==> src/rtl/multi_core_scheduler_if.sv <==
// Command and core-status bundle between the processor control unit and the scheduler.
interface multi_core_scheduler_if #(
    parameter int unsigned addrBits    = 16,
    parameter int unsigned NUM_CORES   = 4,
    parameter int unsigned QUEUE_DEPTH = 8
);
    localparam int unsigned CntW = $clog2(QUEUE_DEPTH) + 1;

    logic                            enabled;
    logic                            finished;
    logic [NUM_CORES-1:0]            coreReadyForDeschedule;
    logic                            hasDeschedule;
    logic [addrBits-1:0]             deschedulePid;
    logic                            hasSchedule;
    logic [addrBits-1:0]             schedulePid;
    logic [NUM_CORES-1:0]            coreActive;
    logic [NUM_CORES*addrBits-1:0]   corePid;
    logic [NUM_CORES-1:0]            coreNeedsResumeAwake;
    logic [CntW-1:0]                 queueCount;
    logic                            queueOverflow;
    logic                            canHalt;

    // Control unit / core-wrapper side
    modport master (
        output enabled, coreReadyForDeschedule, hasDeschedule, deschedulePid,
               hasSchedule, schedulePid,
        input  finished, coreActive, corePid, coreNeedsResumeAwake, queueCount,
               queueOverflow, canHalt
    );

    // Scheduler side
    modport slave (
        input  enabled, coreReadyForDeschedule, hasDeschedule, deschedulePid,
               hasSchedule, schedulePid,
        output finished, coreActive, corePid, coreNeedsResumeAwake, queueCount,
               queueOverflow, canHalt
    );
endinterface

==> src/rtl/multi_core_scheduler.sv <==
// Dispatches pids onto NUM_CORES cores through a circular FIFO ready queue.
// A command runs IDLE -> DESCHED -> ENQ -> DISPATCH -> DONE -> WAIT -> IDLE.
module multi_core_scheduler #(
    parameter int unsigned addrBits    = 16,
    parameter int unsigned NUM_CORES   = 4,
    parameter int unsigned QUEUE_DEPTH = 8
) (
    input logic                   clk,
    input logic                   reset,
    multi_core_scheduler_if.slave bus
);
    localparam int unsigned PtrW  = $clog2(QUEUE_DEPTH);
    localparam int unsigned CntW  = PtrW + 1;
    localparam int unsigned CoreW = (NUM_CORES > 1) ? $clog2(NUM_CORES) : 1;

    typedef enum logic [2:0] {
        StIdle,
        StDesched,
        StEnq,
        StDispatch,
        StDone,
        StWait
    } state_e;

    state_e                                  state_q, state_d;
    logic                                    has_desched_q, has_desched_d;
    logic [addrBits-1:0]                     desched_pid_q, desched_pid_d;
    logic                                    has_sched_q, has_sched_d;
    logic [addrBits-1:0]                     sched_pid_q, sched_pid_d;
    logic [NUM_CORES-1:0]                    core_active_q, core_active_d;
    logic [NUM_CORES-1:0][addrBits-1:0]      core_pid_q, core_pid_d;
    logic [NUM_CORES-1:0]                    core_resume_q, core_resume_d;
    logic [QUEUE_DEPTH-1:0][addrBits-1:0]    queue_q, queue_d;
    logic [PtrW-1:0]                         head_q, head_d;
    logic [PtrW-1:0]                         tail_q, tail_d;
    logic [CntW-1:0]                         count_q, count_d;
    logic                                    overflow_q, overflow_d;

    logic             match_found;
    logic [CoreW-1:0] match_idx;
    logic             free_found;
    logic [CoreW-1:0] free_idx;

    // Lowest active core holding the deschedule pid, and lowest inactive core
    always_comb begin
        match_found = 1'b0;
        match_idx   = '0;
        free_found  = 1'b0;
        free_idx    = '0;
        for (int i = 0; i < NUM_CORES; i++) begin
            if (!match_found && core_active_q[i] && core_pid_q[i] == desched_pid_q) begin
                match_found = 1'b1;
                match_idx   = CoreW'(i);
            end
            if (!free_found && !core_active_q[i]) begin
                free_found = 1'b1;
                free_idx   = CoreW'(i);
            end
        end
    end

    // Next-state logic for the command FSM, core table and ready queue
    always_comb begin
        state_d       = state_q;
        has_desched_d = has_desched_q;
        desched_pid_d = desched_pid_q;
        has_sched_d   = has_sched_q;
        sched_pid_d   = sched_pid_q;
        core_active_d = core_active_q;
        core_pid_d    = core_pid_q;
        core_resume_d = core_resume_q;
        queue_d       = queue_q;
        head_d        = head_q;
        tail_d        = tail_q;
        count_d       = count_q;
        overflow_d    = overflow_q;

        unique case (state_q)
            StIdle: begin
                if (bus.enabled) begin
                    has_desched_d = bus.hasDeschedule;
                    desched_pid_d = bus.deschedulePid;
                    has_sched_d   = bus.hasSchedule;
                    sched_pid_d   = bus.schedulePid;
                    core_resume_d = '0;
                    state_d       = StDesched;
                end
            end
            StDesched: begin
                if (has_desched_q && match_found) begin
                    // Hold here until the core signals it can be taken away
                    if (bus.coreReadyForDeschedule[match_idx]) begin
                        core_active_d[match_idx] = 1'b0;
                        state_d                  = StEnq;
                    end
                end else begin
                    state_d = StEnq;
                end
            end
            StEnq: begin
                if (has_sched_q) begin
                    if (count_q == CntW'(QUEUE_DEPTH)) begin
                        overflow_d = 1'b1;
                    end else begin
                        queue_d[tail_q] = sched_pid_q;
                        tail_d          = tail_q + PtrW'(1);
                        count_d         = count_q + CntW'(1);
                    end
                end
                state_d = StDispatch;
            end
            StDispatch: begin
                if (count_q != '0 && free_found) begin
                    core_active_d[free_idx] = 1'b1;
                    core_pid_d[free_idx]    = queue_q[head_q];
                    core_resume_d[free_idx] = 1'b1;
                    head_d                  = head_q + PtrW'(1);
                    count_d                 = count_q - CntW'(1);
                end else begin
                    state_d = StDone;
                end
            end
            StDone: begin
                state_d = StWait;
            end
            StWait: begin
                if (!bus.enabled) begin
                    state_d = StIdle;
                end
            end
            default: begin
                state_d = StIdle;
            end
        endcase
    end

    // State registers with asynchronous active-low reset
    always_ff @(posedge clk or negedge reset) begin
        if (!reset) begin
            state_q       <= StIdle;
            has_desched_q <= 1'b0;
            desched_pid_q <= '0;
            has_sched_q   <= 1'b0;
            sched_pid_q   <= '0;
            core_active_q <= '0;
            core_pid_q    <= '0;
            core_resume_q <= '0;
            queue_q       <= '0;
            head_q        <= '0;
            tail_q        <= '0;
            count_q       <= '0;
            overflow_q    <= 1'b0;
        end else begin
            state_q       <= state_d;
            has_desched_q <= has_desched_d;
            desched_pid_q <= desched_pid_d;
            has_sched_q   <= has_sched_d;
            sched_pid_q   <= sched_pid_d;
            core_active_q <= core_active_d;
            core_pid_q    <= core_pid_d;
            core_resume_q <= core_resume_d;
            queue_q       <= queue_d;
            head_q        <= head_d;
            tail_q        <= tail_d;
            count_q       <= count_d;
            overflow_q    <= overflow_d;
        end
    end

    // Output drive; finished is decoded from the registered state so it is glitch-free
    always_comb begin
        bus.finished             = (state_q == StDone);
        bus.coreActive           = core_active_q;
        bus.corePid              = core_pid_q;
        bus.coreNeedsResumeAwake = core_resume_q;
        bus.queueCount           = count_q;
        bus.queueOverflow        = overflow_q;
        bus.canHalt              = (core_active_q == '0) && (count_q == '0);
    end
endmodule

==> src/flat_wrapper.sv <==
// flat-port wrapper written by rule: the top's interface ports become plain ports
module multi_core_scheduler_flat 
#(
    parameter int unsigned addrBits    = 16,
    parameter int unsigned NUM_CORES   = 4,
    parameter int unsigned QUEUE_DEPTH = 8
)
  (clk, reset, bus_enabled, bus_coreReadyForDeschedule, bus_hasDeschedule, bus_deschedulePid, bus_hasSchedule, bus_schedulePid, bus_finished, bus_coreActive, bus_corePid, bus_coreNeedsResumeAwake, bus_queueCount, bus_queueOverflow, bus_canHalt);
  multi_core_scheduler_if #(.addrBits(addrBits), .NUM_CORES(NUM_CORES), .QUEUE_DEPTH(QUEUE_DEPTH)) bus_i ();
  input logic clk;
  input logic reset;
  input wire logic [$bits(bus_i.enabled)-1:0] bus_enabled;
  input wire logic [$bits(bus_i.coreReadyForDeschedule)-1:0] bus_coreReadyForDeschedule;
  input wire logic [$bits(bus_i.hasDeschedule)-1:0] bus_hasDeschedule;
  input wire logic [$bits(bus_i.deschedulePid)-1:0] bus_deschedulePid;
  input wire logic [$bits(bus_i.hasSchedule)-1:0] bus_hasSchedule;
  input wire logic [$bits(bus_i.schedulePid)-1:0] bus_schedulePid;
  output wire logic [$bits(bus_i.finished)-1:0] bus_finished;
  output wire logic [$bits(bus_i.coreActive)-1:0] bus_coreActive;
  output wire logic [$bits(bus_i.corePid)-1:0] bus_corePid;
  output wire logic [$bits(bus_i.coreNeedsResumeAwake)-1:0] bus_coreNeedsResumeAwake;
  output wire logic [$bits(bus_i.queueCount)-1:0] bus_queueCount;
  output wire logic [$bits(bus_i.queueOverflow)-1:0] bus_queueOverflow;
  output wire logic [$bits(bus_i.canHalt)-1:0] bus_canHalt;
  assign bus_i.enabled = bus_enabled;
  assign bus_i.coreReadyForDeschedule = bus_coreReadyForDeschedule;
  assign bus_i.hasDeschedule = bus_hasDeschedule;
  assign bus_i.deschedulePid = bus_deschedulePid;
  assign bus_i.hasSchedule = bus_hasSchedule;
  assign bus_i.schedulePid = bus_schedulePid;
  assign bus_finished = bus_i.finished;
  assign bus_coreActive = bus_i.coreActive;
  assign bus_corePid = bus_i.corePid;
  assign bus_coreNeedsResumeAwake = bus_i.coreNeedsResumeAwake;
  assign bus_queueCount = bus_i.queueCount;
  assign bus_queueOverflow = bus_i.queueOverflow;
  assign bus_canHalt = bus_i.canHalt;
  multi_core_scheduler #(.addrBits(addrBits), .NUM_CORES(NUM_CORES), .QUEUE_DEPTH(QUEUE_DEPTH)) u_core (.clk(clk), .reset(reset), .bus(bus_i));
endmodule
==> config.mk <==
export PLATFORM = sky130hd
export DESIGN_NAME = multi_core_scheduler_flat
export DESIGN_NICKNAME = d
export VERILOG_FILES = /design/src/rtl/multi_core_scheduler_if.sv /design/src/rtl/multi_core_scheduler.sv /design/src/flat_wrapper.sv
export SDC_FILE = /design/constraint.sdc
export NUM_CORES = 1
export LEC_CHECK = 0
export CAP_MARGIN = 10
export CORE_MARGIN = 2
export CORE_UTILIZATION = 50
export CTS_CLUSTER_DIAMETER = 100
export DETAILED_ROUTE_END_ITERATION = 6
export HOLD_SLACK_MARGIN = 0.03
export MAX_ROUTING_LAYER = met4
export PLACE_DENSITY = 0.75
export SETUP_SLACK_MARGIN = 0.4
export SYNTH_ARGS = -nofsm -noshare
export SYNTH_HDL_FRONTEND = slang
export SYNTH_SLANG_ARGS = --single-unit
==> constraint.sdc <==
create_clock -name clk -period 5.1 [get_ports clk]
set_input_delay 0.51 -clock clk [delete_from_list [all_inputs] [get_ports clk]]
set_output_delay 0.51 -clock clk [all_outputs]
set_load 0.005 [all_outputs]
Yosys cells after proc, flatten, opt, wreduce, memory -nomap -nowiden
Index checks and enable logic that the tools add are counted.
{"block": "totals", "regBits": 248, "out_inout_bits": 79}
{"block": "op_classes", "add_sub_neg": 4, "magnitude_cmp": 7, "n_eq_ne": 19, "muxes": 45, "bitwise_logic": 5, "n_reduce_logical": 39}
{"op": "128-bit bitwise mux", "n": 1}
{"op": "64-bit bitwise mux", "n": 1}
{"op": "16-bit equality test", "n": 4}
{"op": "16-bit binary-select mux with 3-bit select", "n": 1}
{"op": "16-bit demux with 3-bit select", "n": 1}
{"op": "16-bit two-way mux", "n": 3}
{"op": "16-bit demux with 2-bit select", "n": 1}
{"op": "4-bit two-way mux", "n": 8}
{"op": "4-bit case mux with 2 select lines", "n": 3}
{"op": "3-bit case mux with 6 select lines", "n": 1}
{"op": "1-bit logical AND", "n": 16}
{"op": "3-bit two-way mux", "n": 5}
{"op": "1-bit two-way mux", "n": 13}
{"op": "4-bit AND reduction", "n": 3}
{"op": "3-bit AND reduction", "n": 3}
{"op": "1-bit zero test", "n": 8}
{"op": "4-bit zero test", "n": 2}
{"op": "3-bit by 4-bit less-than comparator with 1-bit output, second input constant", "n": 2}
{"op": "2-bit two-way mux", "n": 4}
{"op": "2-bit by 1-bit inequality test with 1-bit output, second input constant", "n": 4}
{"op": "2-bit inequality test, second input constant", "n": 4}
{"op": "4-bit OR", "n": 2}
{"op": "3-bit by 1-bit adder with 3-bit output, second input constant", "n": 2}
{"op": "3-bit by 2-bit equality test with 1-bit output, second input constant", "n": 2}
{"op": "other kinds (18)", "n": 25}

Logic depth before layout (Yosys ltp)
{"block": "depth", "word_depth": 24, "mapped_depth": 10, "mapped_depth_nobuf": 9}

Worst setup path after synthesis
Ideal clock, no wire load.
{"block": "synth_path", "path_kind": "register -> register", "startpoint": "register u_core.state_q[0]", "endpoint": "register u_core.queue_q[21] (netlist bit)", "arrival_time_ps": 2163, "required_time_ps": 4972, "setup_slack_ps": 2810, "stages_incl_launch_ff": 10, "path_buffers": 3, "period_less_slack_ps": 2290, "path_cell_list": "dfrtp_1 -> buf_2 -> nor2_1 -> nand3_1 -> a21oi_2 -> nand2b_1 -> buf_2 -> nor3b_2 -> buf_4 -> mux2_1"}
{"block": "synth_between", "elab_chain_len": 2}
{"element": "from (decl)", "line": "multi_core_scheduler.sv:25", "text": "state_e state_q, state_d;"}
{"element": "from (signal assigned)", "line": "multi_core_scheduler.sv:140", "text": "state_q <= StIdle;"}
{"element": "from (signal assigned)", "line": "multi_core_scheduler.sv:154", "text": "state_q <= state_d;"}
{"element": "3-bit by 2-bit equality test with 1-bit output", "line": "multi_core_scheduler.sv:78", "text": "unique case (state_q)"}
{"element": "3-bit AND reduction (no line)"}
{"element": "to (signal assigned)", "line": "multi_core_scheduler.sv:162", "text": "queue_q <= queue_d;"}
{"element": "to (decl)", "line": "multi_core_scheduler.sv:33", "text": "logic [QUEUE_DEPTH-1:0][addrBits-1:0] queue_q, queue_d;"}
Every way passes these cells.
A chain may end at the register's enable or synchronous reset.

Final worst setup path
{"block": "layout_path", "startpoint": "register u_core.state_q[0]", "endpoint": "register u_core.core_pid_q (netlist bit u_core.bus.corePid[49])"}
{"block": "layout_between", "elab_chain_len": 2}
{"element": "3-bit by 2-bit equality test with 1-bit output", "line": "multi_core_scheduler.sv:78"}
{"element": "2-bit AND reduction (no line)"}
{"element": "to (signal assigned)", "line": "multi_core_scheduler.sv:160", "text": "core_pid_q <= core_pid_d;"}
{"element": "to (decl)", "line": "multi_core_scheduler.sv:31", "text": "logic [NUM_CORES-1:0][addrBits-1:0] core_pid_q, core_pid_d;"}
Every way passes these cells.

==> results.txt <==
Outcome: completed
RePlAce Congestion: 0.841
Critical Path Sink Type: flip-flop
Fin Hold WS: 0.127 ns
Worst Reg-to-Reg Cells: 6
Drt drc: 0
CTS tree: built
FP Rows: 55
CTS Buf Count: 26
Unrepaired setup endpoints after global routing: false
CP Class: flip-flop to flip-flop
Final hold viol count: 0
Post-route antenna net violation count: 0
Max-cap viol count: 0
Most frequent cells in the layout: dfrtp_1, mux2_2, clkdlybuf4s50_1
Gr ovfl total: 0
Die width: 155 um
# fillers: 1,744
# H-tree levels: 1
Starting Density: 0.505
Post_cts resized: 0
Setup total negative slack: 0 ns
Max Fclk: 0.325 GHz
Yosys warns: 0
DR WL/cell: 21.3 um
Leak: 6.21 nW
Core area: 22,500 um2
Pre-CTS setup slack: 2.06 ns
Clock Latency Late Sink: 0.53 ns
R2R Path End: u_core.bus.corePid[49]
Netlist Area Pre-Place: 11,400 um2
Antenna diodes: 0
Area of the multi-input gates: 4910 um2
Final worst slack: 2.02 ns
Final setup vio count: 0
Clock sinks: 248
Crit-path cells: and2b_1 > nand2_1 > nor2b_1 > nand3_2 > or3b_1 > mux2_1
Slew margin rel.: 0.264
First-pass GRT wire length: 40,100 um
Detailed Route WL: 25,200 um
DR vias/cell: 5.65
Actual slew at the worst max-slew pin: 1.10 ns
Final min period: 3.08 ns
Vias in the first global route: 7,066
Port bufs: 119
Postcts setup bufs: 0
Via count: 6,676
Max FO, Critical Path: 18
EDFF count, synth: 0
Average size of a mapped cell: 14.6 um2
Max Slew Vio Count: 0
Number of top-level pins: 120
Post-synth top flop: dfrtp_1
Layout cells sized above 1: 0.323
Cell area power density: 486 nW/um2
DPL Wire Length: 16,300 um
Worst Hold Class: primary input to asynchronous set/reset pin
Worst path slowest cell: or3b_1
CP max stage delay: 0.80 ns
Largest net degree at the start of global routing: 141
Register-to-register setup slack: 2.02 ns
DIE HEIGHT: 155 um
Drt pass-1 iters: 4
Mapped Nets: 824
FFs w/ async S/R, synth: 1.00
Seq/Total Area, Yosys: 0.546
Fin util: 0.606
Commonest non-fill, non-tap cell in the layout: dfrtp_1
Worst VDD drop: 0.000322 V
#FFs+latches synth: 248
Clk_skew: 0.0181 ns
CP arrival: 3.48 ns
Clk slew on worst S/H paths: 0.06 ns
FF+latch area: 6210 um2
Post-route clock period utilization: 0.604
CTS Root Cell: clkbuf_16
Final Power: 6.63 mW
Initial drt markers: 283
Die Area: 24,000 um2
Cell count after synthesis: 778
Antenna violations before repair: 0
Area grow syn2layout: 19.9%
Critical Path RT: 5.50 ns
CTS Hold Buffers Added: 0
Yosys cell types: 50
GRT Total Usage: 0.223
FF-to-FF Start: u_core.state_q[0]
Final nets: 925
Critical Path Source Type: flip-flop
Largest buffer count on any clock path: 3
## power breakdown
part / total (mW) / switching, mW / internal, mW
Combinational: 1.62 / 0.654 / 0.965
Sequential: 3.10 / 0.574 / 2.53
Clock: 1.91 / 0.754 / 1.15
## routing by layer
layer,global-route usage,up-vias,part of all wire
met2,0.367,166,0.48
met3,0.0303,46,0.043
met1,0.294,3467,0.45
li1,-,2997,-
met5,-,-,0
met4,0.0644,0,0.028
## final cells by class
cell class,instances,share of cell area
inverter,11,0.00303
tap,285,0.0261
clock buffer,41,0.0578
multi-input combinational,466,0.360
timing repair buffer,126,0.0925
clock inverter,5,0.00569
sequential,248,0.455
## state kept, by name, indices dropped and copies added, names as in the netlist
signal	count
u_core.queue_q	128
u_core.bus.corePid	64
u_core.desched_pid_q	16
u_core.sched_pid_q	16
u_core.bus.coreActive	4
u_core.bus.coreNeedsResumeAwake	4
u_core.bus.queueCount	4
u_core.head_q	3
u_core.state_q	3
u_core.tail_q	3
u_core.bus.queueOverflow	1
u_core.has_desched_q	1
u_core.has_sched_q	1
## synthesized netlist by cell type, types with 2 or more instances
| library cell | number | area (um2) |
|---|---|---|
| nor4_1 | 10 | 62.6 |
| buf_2 | 12 | 60.1 |
| o31ai_1 | 2 | 15.0 |
| dfrtp_1 | 248 | 6210 |
| a31oi_1 | 5 | 31.3 |
| buf_1 | 5 | 18.8 |
| nor2_1 | 10 | 37.5 |
| nand4b_1 | 2 | 17.5 |
| clkbuf_1 | 31 | 116 |
| xor2_1 | 31 | 272 |
| buf_4 | 4 | 30.0 |
| ha_1 | 4 | 50.1 |
| mux2_1 | 44 | 495 |
| xnor2_1 | 41 | 359 |
| nor2_2 | 3 | 18.8 |
| and3_1 | 7 | 43.8 |
| mux4_2 | 32 | 721 |
| o21ai_0 | 3 | 15.0 |
| inv_1 | 11 | 41.3 |
| mux2_2 | 192 | 2160 |
| nor3b_2 | 2 | 25.0 |
| nand4_1 | 9 | 56.3 |
| mux2_4 | 8 | 120 |
| a21oi_1 | 8 | 40.0 |
| nand3_1 | 10 | 50.1 |
| nor3_1 | 6 | 30.0 |
| nand2b_1 | 2 | 12.5 |
| and2_1 | 2 | 12.5 |
| nand2_1 | 13 | 48.8 |
## worst max-delay path by stage
stage,from,endpoint,slack (ns),depth (start not counted)
3_3_place_gp,u_core.state_q[0],u_core.queue_q[68],2.13,6
6_report,u_core.state_q[0],u_core.bus.corePid[49],2.02,6
3_5_place_dp,u_core.state_q[0],u_core.bus.corePid[49],2.06,6
2_1_floorplan,u_core.state_q[0],u_core.queue_q[21],2.81,9
4_1_cts,u_core.state_q[0],u_core.bus.corePid[49],2.04,6
5_1_grt,u_core.state_q[2],u_core.bus.corePid[52],1.77,6
## worst max-delay path, delay by kind of cell, from the launching register on
| family | cells | cell delay [ns] |
|---|---|---|
| mux | 1 | 0.48 |
| simple gates | 5 | 1.97 |
| flops | 1 | 0.49 |
## per-stage QoR
stage	cells	area (um2)
2_1_floorplan	778	11400
3_3_place_gp	1136	12800
3_5_place_dp	1136	12800
4_1_cts	1182	13600
5_1_grt	1182	13600
6_report	1182	13600
## cell families after synthesis
| group | after synthesis | synth area share |
|---|---|---|
| DFF | 248 | 0.546 |
| AOI/OAI and AO/OA | 28 | 0.0167 |
| and+or+nand+nor | 84 | 0.0429 |
| adders and majority gates | 5 | 0.00616 |
| buffers and inverters | 64 | 0.0244 |
| muxes | 277 | 0.309 |
| xor gates and xnor gates | 72 | 0.0555 |
(Power assumes the default switching activity.)
